===== src/rtl/cmp_pkg.sv =====
// Shared definitions for the comparator flag decoder: condition-code
// encodings and the handshake FSM state encoding.
package cmp_pkg;

    // Condition codes carried on the cond input alongside the flag set
    localparam logic [3:0] COND_EQ = 4'd0;
    localparam logic [3:0] COND_NE = 4'd1;
    localparam logic [3:0] COND_LT = 4'd2;
    localparam logic [3:0] COND_GE = 4'd3;
    localparam logic [3:0] COND_GT = 4'd4;
    localparam logic [3:0] COND_LE = 4'd5;
    localparam logic [3:0] COND_VS = 4'd6;
    localparam logic [3:0] COND_VC = 4'd7;
    localparam logic [3:0] COND_MI = 4'd8;
    localparam logic [3:0] COND_PL = 4'd9;
    localparam logic [3:0] COND_LO = 4'd10;
    localparam logic [3:0] COND_HS = 4'd11;
    localparam logic [3:0] COND_HI = 4'd12;
    localparam logic [3:0] COND_LS = 4'd13;
    localparam logic [3:0] COND_AL = 4'd14;
    localparam logic [3:0] COND_NV = 4'd15;

    // Handshake FSM states; encoding 2'd3 is unused and recovers to idle
    typedef enum logic [1:0] {
        ST_IDLE = 2'd0,
        ST_EVAL = 2'd1,
        ST_OUT  = 2'd2
    } state_e;

endpackage


===== src/rtl/cmp_cond_eval.sv =====
// Combinational condition evaluator: maps a V/N/Z(/C) flag set and a 4-bit
// condition code onto a single result bit plus an error bit.
// Optional feature macro: CMP_UNSIGNED_EN (adds the carry input and enables
// the unsigned codes LO/HS/HI/LS; without it those codes report an error).
module cmp_cond_eval
    import cmp_pkg::*;
(
    input  logic       v,
    input  logic       n,
    input  logic       z,
`ifdef CMP_UNSIGNED_EN
    input  logic       c,
`endif
    input  logic [3:0] cond,
    output logic       result,
    output logic       err
);

    logic s_s;
    logic cond_err_s;

    // Signed less-than indicator derived from negative and overflow flags
    assign s_s = n ^ v;

    // Condition table lookup; Z and N both set is flagged as an impossible flag set
    always_comb begin
        result     = 1'b0;
        cond_err_s = 1'b0;
        case (cond)
            COND_EQ: result = z;
            COND_NE: result = ~z;
            COND_LT: result = s_s;
            COND_GE: result = ~s_s;
            COND_GT: result = ~z & ~s_s;
            COND_LE: result = z | s_s;
            COND_VS: result = v;
            COND_VC: result = ~v;
            COND_MI: result = n;
            COND_PL: result = ~n;
`ifdef CMP_UNSIGNED_EN
            COND_LO: result = ~c;
            COND_HS: result = c;
            COND_HI: result = c & ~z;
            COND_LS: result = ~c | z;
`else
            COND_LO, COND_HS, COND_HI, COND_LS: begin
                result     = 1'b0;
                cond_err_s = 1'b1;
            end
`endif
            COND_AL: result = 1'b1;
            COND_NV: result = 1'b0;
            default: begin
                result     = 1'b0;
                cond_err_s = 1'b1;
            end
        endcase
        err = (z & n) | cond_err_s;
    end

endmodule


===== src/rtl/cmp_flag_decoder.sv =====
// Consumer side of the comparator flag interface. Captures a flag set and
// condition code, evaluates it one cycle later and presents the result over
// a valid/ready handshake. Also counts accepted overflow events (saturating).
// Optional feature macro: CMP_UNSIGNED_EN (adds the c_in carry port).
module cmp_flag_decoder
    import cmp_pkg::*;
#(
    parameter int CNT_W = 8
) (
    input  logic             clk,
    input  logic             rst_n,
    input  logic             flag_valid,
    output logic             flag_ready,
    input  logic             v_in,
    input  logic             n_in,
    input  logic             z_in,
`ifdef CMP_UNSIGNED_EN
    input  logic             c_in,
`endif
    input  logic [3:0]       cond,
    output logic             result,
    output logic             result_valid,
    input  logic             result_ready,
    output logic             flag_err,
    input  logic             cnt_clr,
    output logic [CNT_W-1:0] ovf_count
);

    state_e           state_r;
    logic             v_r;
    logic             n_r;
    logic             z_r;
`ifdef CMP_UNSIGNED_EN
    logic             c_r;
`endif
    logic [3:0]       cond_r;
    logic             result_r;
    logic             flag_err_r;
    logic             result_valid_r;
    logic             flag_ready_r;
    logic [CNT_W-1:0] ovf_count_r;
    logic             accept_s;
    logic             eval_result_s;
    logic             eval_err_s;

    // flag_ready_r is only high in idle, so it alone qualifies an accept
    assign accept_s = flag_valid & flag_ready_r;

    cmp_cond_eval u_cond_eval (
        .v      (v_r),
        .n      (n_r),
        .z      (z_r),
`ifdef CMP_UNSIGNED_EN
        .c      (c_r),
`endif
        .cond   (cond_r),
        .result (eval_result_s),
        .err    (eval_err_s)
    );

    // Handshake FSM with flag capture and registered result outputs
    always_ff @(posedge clk or negedge rst_n) begin
        if (!rst_n) begin
            state_r        <= ST_IDLE;
            v_r            <= 1'b0;
            n_r            <= 1'b0;
            z_r            <= 1'b0;
`ifdef CMP_UNSIGNED_EN
            c_r            <= 1'b0;
`endif
            cond_r         <= 4'd0;
            result_r       <= 1'b0;
            flag_err_r     <= 1'b0;
            result_valid_r <= 1'b0;
            flag_ready_r   <= 1'b1;
        end else begin
            case (state_r)
                ST_IDLE: begin
                    if (accept_s) begin
                        v_r          <= v_in;
                        n_r          <= n_in;
                        z_r          <= z_in;
`ifdef CMP_UNSIGNED_EN
                        c_r          <= c_in;
`endif
                        cond_r       <= cond;
                        flag_ready_r <= 1'b0;
                        state_r      <= ST_EVAL;
                    end else begin
                        flag_ready_r <= 1'b1;
                        state_r      <= ST_IDLE;
                    end
                end
                ST_EVAL: begin
                    result_r       <= eval_result_s;
                    flag_err_r     <= eval_err_s;
                    result_valid_r <= 1'b1;
                    state_r        <= ST_OUT;
                end
                ST_OUT: begin
                    if (result_ready) begin
                        result_valid_r <= 1'b0;
                        flag_ready_r   <= 1'b1;
                        state_r        <= ST_IDLE;
                    end else begin
                        result_valid_r <= 1'b1;
                        state_r        <= ST_OUT;
                    end
                end
                default: begin
                    result_valid_r <= 1'b0;
                    flag_ready_r   <= 1'b1;
                    state_r        <= ST_IDLE;
                end
            endcase
        end
    end

    // Saturating count of accepted flag sets carrying V=1; clear has priority
    always_ff @(posedge clk or negedge rst_n) begin
        if (!rst_n) begin
            ovf_count_r <= {CNT_W{1'b0}};
        end else if (cnt_clr) begin
            ovf_count_r <= {CNT_W{1'b0}};
        end else if (accept_s && v_in && (ovf_count_r != {CNT_W{1'b1}})) begin
            ovf_count_r <= ovf_count_r + {{(CNT_W-1){1'b0}}, 1'b1};
        end else begin
            ovf_count_r <= ovf_count_r;
        end
    end

    assign flag_ready   = flag_ready_r;
    assign result       = result_r;
    assign result_valid = result_valid_r;
    assign flag_err     = flag_err_r;
    assign ovf_count    = ovf_count_r;

endmodule

===== config.mk =====
export PLATFORM = sky130hd
export DESIGN_NAME = cmp_flag_decoder
export DESIGN_NICKNAME = d
export VERILOG_FILES = /design/src/rtl/cmp_pkg.sv /design/src/rtl/cmp_cond_eval.sv /design/src/rtl/cmp_flag_decoder.sv
export SDC_FILE = /design/constraint.sdc
export NUM_CORES = 1
export LEC_CHECK = 0
export ABC_AREA = 1
export CAP_MARGIN = 20
export CORE_ASPECT_RATIO = 0.5
export CORE_MARGIN = 3
export CORE_UTILIZATION = 30
export DETAILED_ROUTE_END_ITERATION = 10
export PLACE_DENSITY = 0.52
export SYNTH_ARGS = -nofsm -noshare
export SYNTH_HDL_FRONTEND = slang
export SYNTH_SLANG_ARGS = --single-unit

===== constraint.sdc =====
create_clock -name clk -period 4.3 [get_ports clk]
set_clock_uncertainty 0.05 [all_clocks]
set_input_delay 0.645 -clock clk [delete_from_list [all_inputs] [get_ports clk]]
set_output_delay 0.645 -clock clk [all_outputs]
set_load 0.01 [all_outputs]

After elaboration in Yosys (flattened, before gate mapping):

Cells that the tools add are included.

* register bits after elaboration: 21
* input port bits: 12
* output and inout port bits: 12
* logic and storage cells: 62

* add/subtract/negate cells: 1
* equality and inequality tests: 19
* mux-type cells: 12
* bitwise operators: 11
* reductions and logical operators: 9

Operators by type and width (number)
* equality test 4 bit (second input constant): 8
* equality test 4 x 3 -> 1 bit (second input constant): 4
* 2-to-1 mux 8 bit: 2
* one-hot mux 1 bit (12 select lines): 1
* adder 8 x 1 -> 8 bit (second input constant): 1
* equality test 4 x 2 -> 1 bit (second input constant): 2
* != test 8 bit (second input constant): 1
* one-hot mux 1 bit (3 select lines): 2
* one-hot mux 2 bit (3 select lines): 1
* 2-to-1 mux 1 bit: 5
* NOT 1 bit: 5
* OR reduction 5 bit: 1
* equality test 4 x 1 -> 1 bit (second input constant): 1
* logical NOT 4 bit: 1
* AND reduction 2 bit: 2
* OR reduction 4 bit: 1
* AND 1 bit: 3
* equality test 2 x 1 -> 1 bit (second input constant): 1
* equality test 2 bit (second input constant): 1
* logical AND 1 bit: 2
* logical NOT 2 bit: 1
* 2-to-1 mux 2 bit: 1
* != test 2 bit (second input constant): 1
* OR 1 bit: 2
* other kinds (2): 2

Longest topological paths before layout:

Gate-level depths: netlist of run 1.

* word-level depth: 5
* mapped depth: 10
* gate-level depth less buffers: 10

Hierarchy:

Synthesis of run 1 repeated with hierarchy kept, for this count alone.

* cell total of the unflattened synthesis: 172
* area total of the unflattened synthesis: 1277.5 µm²

By module, submodules not included
* cmp_flag_decoder: instances 1, cells each 127, area an instance 1069.8 µm², seq. area each 526.8 µm²
* cmp_cond_eval: instances 1, cells each 45, area an instance 207.7 µm², seq. area each 0.0 µm²

Worst setup path after synthesis of run 1:

Ideal clock, no wire load.

* path kind: register to register
* start: register ovf_count_r[1] (netlist: ovf_count[1])
* end: register ovf_count_r[3] (netlist: ovf_count[3])
* setup time: 0.116 ns
* arrival: 1.272 ns
* required time: 4.134 ns
* slack: 2.862 ns
* stages on the path, launching flop included: 9
* buffers on the path: 0
* period minus slack after synthesis: 1.438 ns
* cells stage by stage: dfrtp_1 -> ha_1 -> nand2_1 -> nor3_4 -> a21oi_4 -> nor2_8 -> inv_4 -> nand2_1 -> nand2_1

* longest elaborated chain between the ends: 3
* elaborated cells on any way between the ends: 6
* those cells by class: 1 x add/sub; 1 x eq/ne; 2 x mux; 2 x reduce/logical

Ends and longest elaborated chain
* start, declared: RTL line cmp_flag_decoder.sv:41 `logic [CNT_W-1:0] ovf_count_r;`
* start signal, assigned: RTL line cmp_flag_decoder.sv:122 `ovf_count_r <= {CNT_W{1'b0}};`
* start signal, assigned: RTL line cmp_flag_decoder.sv:124 `ovf_count_r <= {CNT_W{1'b0}};`
* start signal, assigned: RTL line cmp_flag_decoder.sv:126 `ovf_count_r <= ovf_count_r + {{(CNT_W-1){1'b0}}, 1'b1};`
* adder 8 x 1 -> 8 bit / != test 8 bit (equally long branches): RTL line cmp_flag_decoder.sv:126, cmp_flag_decoder.sv:125
* 2-to-1 mux 8 bit / logical AND 1 bit (equally long branches): RTL line cmp_flag_decoder.sv:125 `end else if (accept_s && v_in && (ovf_count_r != {CNT_W{1'b1}})) begin`
* 2-to-1 mux 8 bit / nonzero test 2 bit (equally long branches)

Parallel ways exist; a longest one is shown, timed or not. The select of a mux whose other input is x is not followed.
A chain may end at the register's enable or synchronous reset.

Worst setup path after layout of run 1:

* start: register flag_ready_r (netlist: flag_ready)
* end: output flag_ready

RTL lines
* start, declared: RTL line cmp_flag_decoder.sv:40 `logic flag_ready_r;`
* start signal, assigned: RTL line cmp_flag_decoder.sv:75 `flag_ready_r <= 1'b1;`
* start signal, assigned: RTL line cmp_flag_decoder.sv:87 `flag_ready_r <= 1'b0;`
* start signal, assigned: RTL line cmp_flag_decoder.sv:90 `flag_ready_r <= 1'b1;`
* end, declared: RTL line cmp_flag_decoder.sv:13 `output logic flag_ready,`

No word-level cell between the ends.

==> reports/metrics.csv, run 1 <==
metric;value;unit
core;0.00368;sq mm
post-route-util;43.5;%
antenna_left;0;
arrival;1.37;ns
cts_made_buffers;3;
peakVddDrop;0.000137;V
switching_share;41.0;%
min_period_over_period;47.9;%
worst_pin_slew;0.748;ns
slew_viol_final;0;
fillers;393;
setup_violations;0;
crit_type;reg -> out;
cts_sinks;21;
cp.required;3.61;ns
hold_depth;2;
final_nets;205;
post-route-min-period;2.06;ns
path_cells;clkdlybuf4s50_1;
clk_latency;0.26;ns
antennaDiodeCount;0;
synth_area;0.00124;sq mm
cts_tree;done;
clock-root-buffer;clkbuf_8;
drc_errors;0;
die_x;96.8;um
routedWlPerCell;11.5;um
htree_levels;1;
drt_iter0_markers;48;
syn_to_final_growth;29.3;%
syn_avg_cell_area;7.73;sq um
r2r_start;state_r[0]$_DFF_PN0_;
antenna_found_initial;0;
cp.buffers_inverters;1;
fmax;485;MHz
yosys.cell_types.count;24;
cts_setup_buffers;0;
synth_warnings;0;
p_clk_share;17.7;%
setup_tns;0;ns
row_count;15;
worst-path-max-fanout;4;
reg2regPathDepth;5;
gp_congestion;0.850;
grt_setup_unrepaired;no;
grt_pass1_wl;4730;um
critical_path.max_stage_delay;0.56;ns
intPower;451;uW
initial_core_util;33.6;%
grt_max_degree;22;
r2r_end;cond_r[1]$_DFFE_PN0P_;
place_hpwl;2030;um
startpoint_type;flip-flop;
hold_path_class;reg -> reg;
seq_power_share;40.7;%
ctsLongestPathBuffers;2;
ys_ff_latch;21;
vias;1079;
status;finished clean;
power_density;478;mW/mm^2
yosysSeqAreaShare;42.6;%
die_h;51.4;um
synth_cells;160;
drive_above_1_share;8.56;%
io_buffer_count;23;
p_leak;0.778;nW
min_to;result$_DFFE_PN0N_;
hold_start;result$_DFFE_PN0N_;
routed_wl;2730;um
clkTransAtPathRegs;0.09;ns
grt_use_total;11.9;%
vias_per_cell;4.53;
ioPinCount;24;
pwr-share-comb;41.6;%
end_kind;output port;
detail_route.first_pass.iterations;4;
timing.reg2reg.setup_slack;2.57;ns
cts.hold.buffers_added;0;
grt_overflow;0;
grt_pass1_vias;1004;
die_area;0.00498;sq mm
maxCapViolCount;0;
slowest_stage;dfstp_2;
relSlewSlack;49.9;%
hold_violations;0;
switching_power;314;uW
ctsResizeCount;0;
synth_nets;177;
critical-path-top-delay-family;flip-flops;
routing by layer:
metal / share of wire (%) / GRT usage (%) / up-vias
met5: 0 / 0 / -
met2: 45 / 18.7 / 13
met1: 52 / 16.0 / 505
met4: 0.29 / 2.80 / 0
met3: 2.6 / 3.54 / 2
li1: - / - / 559
layout by cell type (no fill, tap or decap), drive strengths merged:
cell / Yosys / final
nor2: 14 / 14
clkinv: 0 / 1
nor4: 1 / 1
o2111ai: 1 / 1
buf: 1 / 1
nand4: 2 / 2
o21ai: 15 / 15
clkdlybuf4s50: 0 / 23
or2: 1 / 1
clkbuf: 0 / 3
nand3: 15 / 15
nand2: 45 / 45
xor2: 3 / 3
dfstp: 1 / 1
nor3: 5 / 5
inv: 26 / 26
ha: 5 / 5
dfrtp: 20 / 20
xnor2: 1 / 1
a21oi: 4 / 4
power groups by stage:
stage	sequential, mW	clock, mW	combinational [mW]
global route	0.322	0.151	0.366
CTS	0.311	0.143	0.319
floorplan	0.312	0	0.209
global placement	0.315	0	0.317
detailed placement	0.314	0	0.318
finish	0.312	0.135	0.318
worst max-delay path by stage:
stage                                   startpoint                  endpoint  slack (ns)  depth (start not counted)
after global routing        flag_ready$_DFFE_PN1P_                flag_ready        2.20                          1
after CTS                   flag_ready$_DFFE_PN1P_                flag_ready        2.22                          1
after global placement                  flag_valid     cond_r[0]$_DFFE_PN0P_        2.21                          4
after detailed placement                flag_valid     cond_r[1]$_DFFE_PN0P_        2.17                          4
after floorplan           ovf_count[1]$_DFFE_PN0P_  ovf_count[3]$_DFFE_PN0P_        2.86                          8
final                       flag_ready$_DFFE_PN1P_                flag_ready        2.24                          1
area by class of cell:
| cell class | instances | area [sq um] | share of cell area (%) |
|---|---|---|---|
| multi-input cells | 112 | 606 | 37.8 |
| flip-flops and latches | 21 | 527 | 32.9 |
| repair buffers | 24 | 258 | 16.1 |
| inverters | 26 | 100 | 6.25 |
| well taps | 51 | 63.8 | 3.99 |
| clock buffers | 3 | 41.3 | 2.58 |
| clock inverters | 1 | 5.00 | 0.313 |
through the flow:
step / worst slack (ns) / total power, mW / std cells / area, sq um / hold slack, ns
detailed placement: 2.17 / 0.632 / 233 / 1530 / 0.424
global placement: 2.21 / 0.632 / 233 / 1530 / 0.427
finish: 2.24 / 0.765 / 238 / 1600 / 0.445
CTS: 2.22 / 0.773 / 237 / 1570 / 0.453
global route: 2.20 / 0.839 / 238 / 1600 / 0.483
floorplan: 2.86 / 0.521 / 160 / 1240 / 0.299
logic make-up after synthesis:
logic type	Yosys count	share of synthesized area, %
AO/OA/AOI/OAI	20	10.2
XOR/XNOR	4	2.83
adder cells (fa/ha/maj)	5	5.06
buffers and inverters	27	8.49
flip-flops	21	42.6
AND/OR/NAND/NOR	83	30.8
sequential cells by signal (all words and copies together) (netlist names):
register      cells
ovf_count         8
v_r               1
state_r           2
flag_ready        1
n_r               1
cond_r            4
z_r               1
flag_err          1
result            1
result_valid      1
synthesized netlist by cell type:
master / instances / area [sq um]
a21oi_1: 3 / 15.0
a21oi_4: 1 / 16.3
buf_2: 1 / 5.00
dfrtp_1: 20 / 500
dfstp_2: 1 / 26.3
ha_1: 5 / 62.6
inv_1: 25 / 93.8
inv_4: 1 / 6.26
nand2_1: 44 / 165
nand2_2: 1 / 6.26
nand3_1: 15 / 75.1
nand4_1: 2 / 12.5
nor2_1: 13 / 48.8
nor2_8: 1 / 20.0
nor3_1: 3 / 15.0
nor3_2: 1 / 10.0
nor3_4: 1 / 16.3
nor4_1: 1 / 6.26
o2111ai_1: 1 / 8.76
o21ai_0: 12 / 60.1
o21ai_2: 3 / 26.3
or2_2: 1 / 6.26
xnor2_1: 1 / 8.76
xor2_1: 3 / 26.3
(Power assumes the default switching activity.)
==> run 2: changes to the inputs <==
Clock period 4.3 ns to 2.05 ns, I/O delays scaled along.
==> reports/metrics.csv, run 2 (synthesis results as in run 1) <==
metric;value;unit;change
hold_path_class;in -> async;;was reg -> reg
grt_max_degree;22;;unchanged
critical_path.max_stage_delay;0.56;ns;about the same
clkTransAtPathRegs;0.08;ns;was 0.09 ns
arrival;1.36;ns;was 1.37 ns
grt_pass1_vias;1007;;was 1,004
min_period_over_period;83.8;%;
r2r_start;ovf_count[1]$_DFFE_PN0P_;;was state_r[0]$_DFF_PN0_
setup_tns;0;ns;unchanged
timing.reg2reg.setup_slack;0.47;ns;was 2.57 ns
detail_route.first_pass.iterations;4;;unchanged
setup_slack;0.333;ns;was 2.24 ns
antennaDiodeCount;0;;unchanged
final_cell_mix;44 x nand2_1, 25 x inv_1, 23 x clkdlybuf4s50_1;;unchanged
post-route-util;43.1;%;was 43.5%
die_h;51.4;um;unchanged
setup_violations;0;;unchanged
clk_latency;0.27;ns;was 0.26 ns
critical-path-top-delay-family;flip-flops;;unchanged
power_density;1010;mW/mm^2;was 478 mW/mm^2
htree_levels;1;;unchanged
final_common_cell;nand2_1;;unchanged
clock-root-buffer;clkbuf_8;;unchanged
core;0.00368;sq mm;unchanged
post-place-ws;0.418;ns;was 2.17 ns
startpoint_type;flip-flop;;unchanged
p_leak;0.773;nW;was 0.778 nW
ctsResizeCount;0;;unchanged
cp-startpoint;flag_ready$_DFFE_PN1P_;;unchanged
cts_sinks;21;;unchanged
routedWlPerCell;11.2;um;was 11.5 um
vias;1079;;unchanged
worst_pin_slew;0.360;ns;was 0.748 ns
worst-path-max-fanout;4;;unchanged
crit_type;reg -> out;;unchanged
row_count;15;;unchanged
initial_core_util;33.6;%;unchanged
slew_viol_final;0;;unchanged
vias_per_cell;4.51;;was 4.53
place_hpwl;2070;um;was 2030 um
largest_register_ff_count;8;;unchanged
drt_iter0_markers;24;;was 48
reg2regPathDepth;8;;was 5
ctsLongestPathBuffers;2;;unchanged
die_x;96.8;um;unchanged
antenna_found_initial;0;;unchanged
cp.required;1.69;ns;was 3.61 ns
cts_made_buffers;3;;unchanged
status;finished clean;;unchanged
drc_errors;0;;unchanged
hold_slack;0.328;ns;was 0.445 ns
final_nets;206;;was 205
syn_to_final_growth;28.2;%;was 29.3%
grt_setup_unrepaired;no;;unchanged
peakVddDrop;0.000342;V;was 0.000137 V
antenna_left;0;;unchanged
post-route-min-period;1.72;ns;
relSlewSlack;75.9;%;was 49.9%
end_kind;output port;;unchanged
cts_tree;done;;unchanged
drive_above_1_share;8.51;%;was 8.56%
maxCapViolCount;0;;unchanged
path_cells;clkdlybuf4s50_1;;unchanged
die_area;0.00498;sq mm;unchanged
cts_setup_buffers;0;;unchanged
grt_overflow;0;;unchanged
grt_pass1_wl;4640;um;was 4730 um
ioPinCount;24;;unchanged
cp.buffers_inverters;1;;unchanged
hold_violations;0;;unchanged
gp_congestion;0.789;;was 0.850
fmax;582;MHz;
cts.hold.buffers_added;0;;unchanged
routed_wl;2680;um;was 2730 um
grt_use_total;11.8;%;was 11.9%
io_buffer_count;23;;unchanged
r2r_end;ovf_count[4]$_DFFE_PN0P_;;was cond_r[1]$_DFFE_PN0P_
slowest_stage;dfstp_2;;unchanged
run 2: cell types whose count changed in the layout (fill, tap and decap cells not counted):
cell / delta
buf_16: -1
buf_4: +2
clkbuf_1: +1
clkinv_2: -1
run 2: layout make-up:
class | count | area (sq um)
repair buffers | 25 | 245
clock buffers | 4 | 45.0
well taps | 51 | 63.8
multi-input cells | 112 | 606
inverters | 26 | 100
flip-flops and latches | 21 | 527
fillers | 400 | 2090
run 2: worst max path at each step:
| stage | to | cells past startpoint |
|---|---|---|
| 2_1_floorplan | ovf_count[3]$_DFFE_PN0P_ | 8 |
| 3_3_place_gp | ovf_count[0]$_DFFE_PN0P_ | 6 |
| 3_5_place_dp | cond_r[2]$_DFFE_PN0P_ | 5 |
| 4_1_cts | flag_ready | 1 |
| 5_1_grt | flag_ready | 1 |
| 6_report | flag_ready | 1 |
run 2: metal layers:
layer / vias to the layer above / GRT usage (%) / share of wire, %
li1: 568 / - / -
met1: 496 / 15.5 / 51
met2: 12 / 19.2 / 45
met3: 3 / 3.68 / 3.1
met4: 0 / 2.80 / 0.67
met5: - / 0 / 0
run 2: through the flow:
stage | std cells | area [sq um] | total power, mW
after floorplan | 160 | 1240 | 1.09
after global placement | 235 | 1540 | 1.34
after detailed placement | 235 | 1540 | 1.34
after CTS | 239 | 1590 | 1.62
after global routing | 239 | 1590 | 1.76
final | 239 | 1590 | 1.60
run 2: where the power goes:
group / switching, mW / total, mW / leakage [nW] / internal [mW]
registers: 0.111 / 0.653 / 0.272 / 0.542
clock network: 0.141 / 0.280 / 0.0228 / 0.139
logic: 0.397 / 0.670 / 0.478 / 0.273
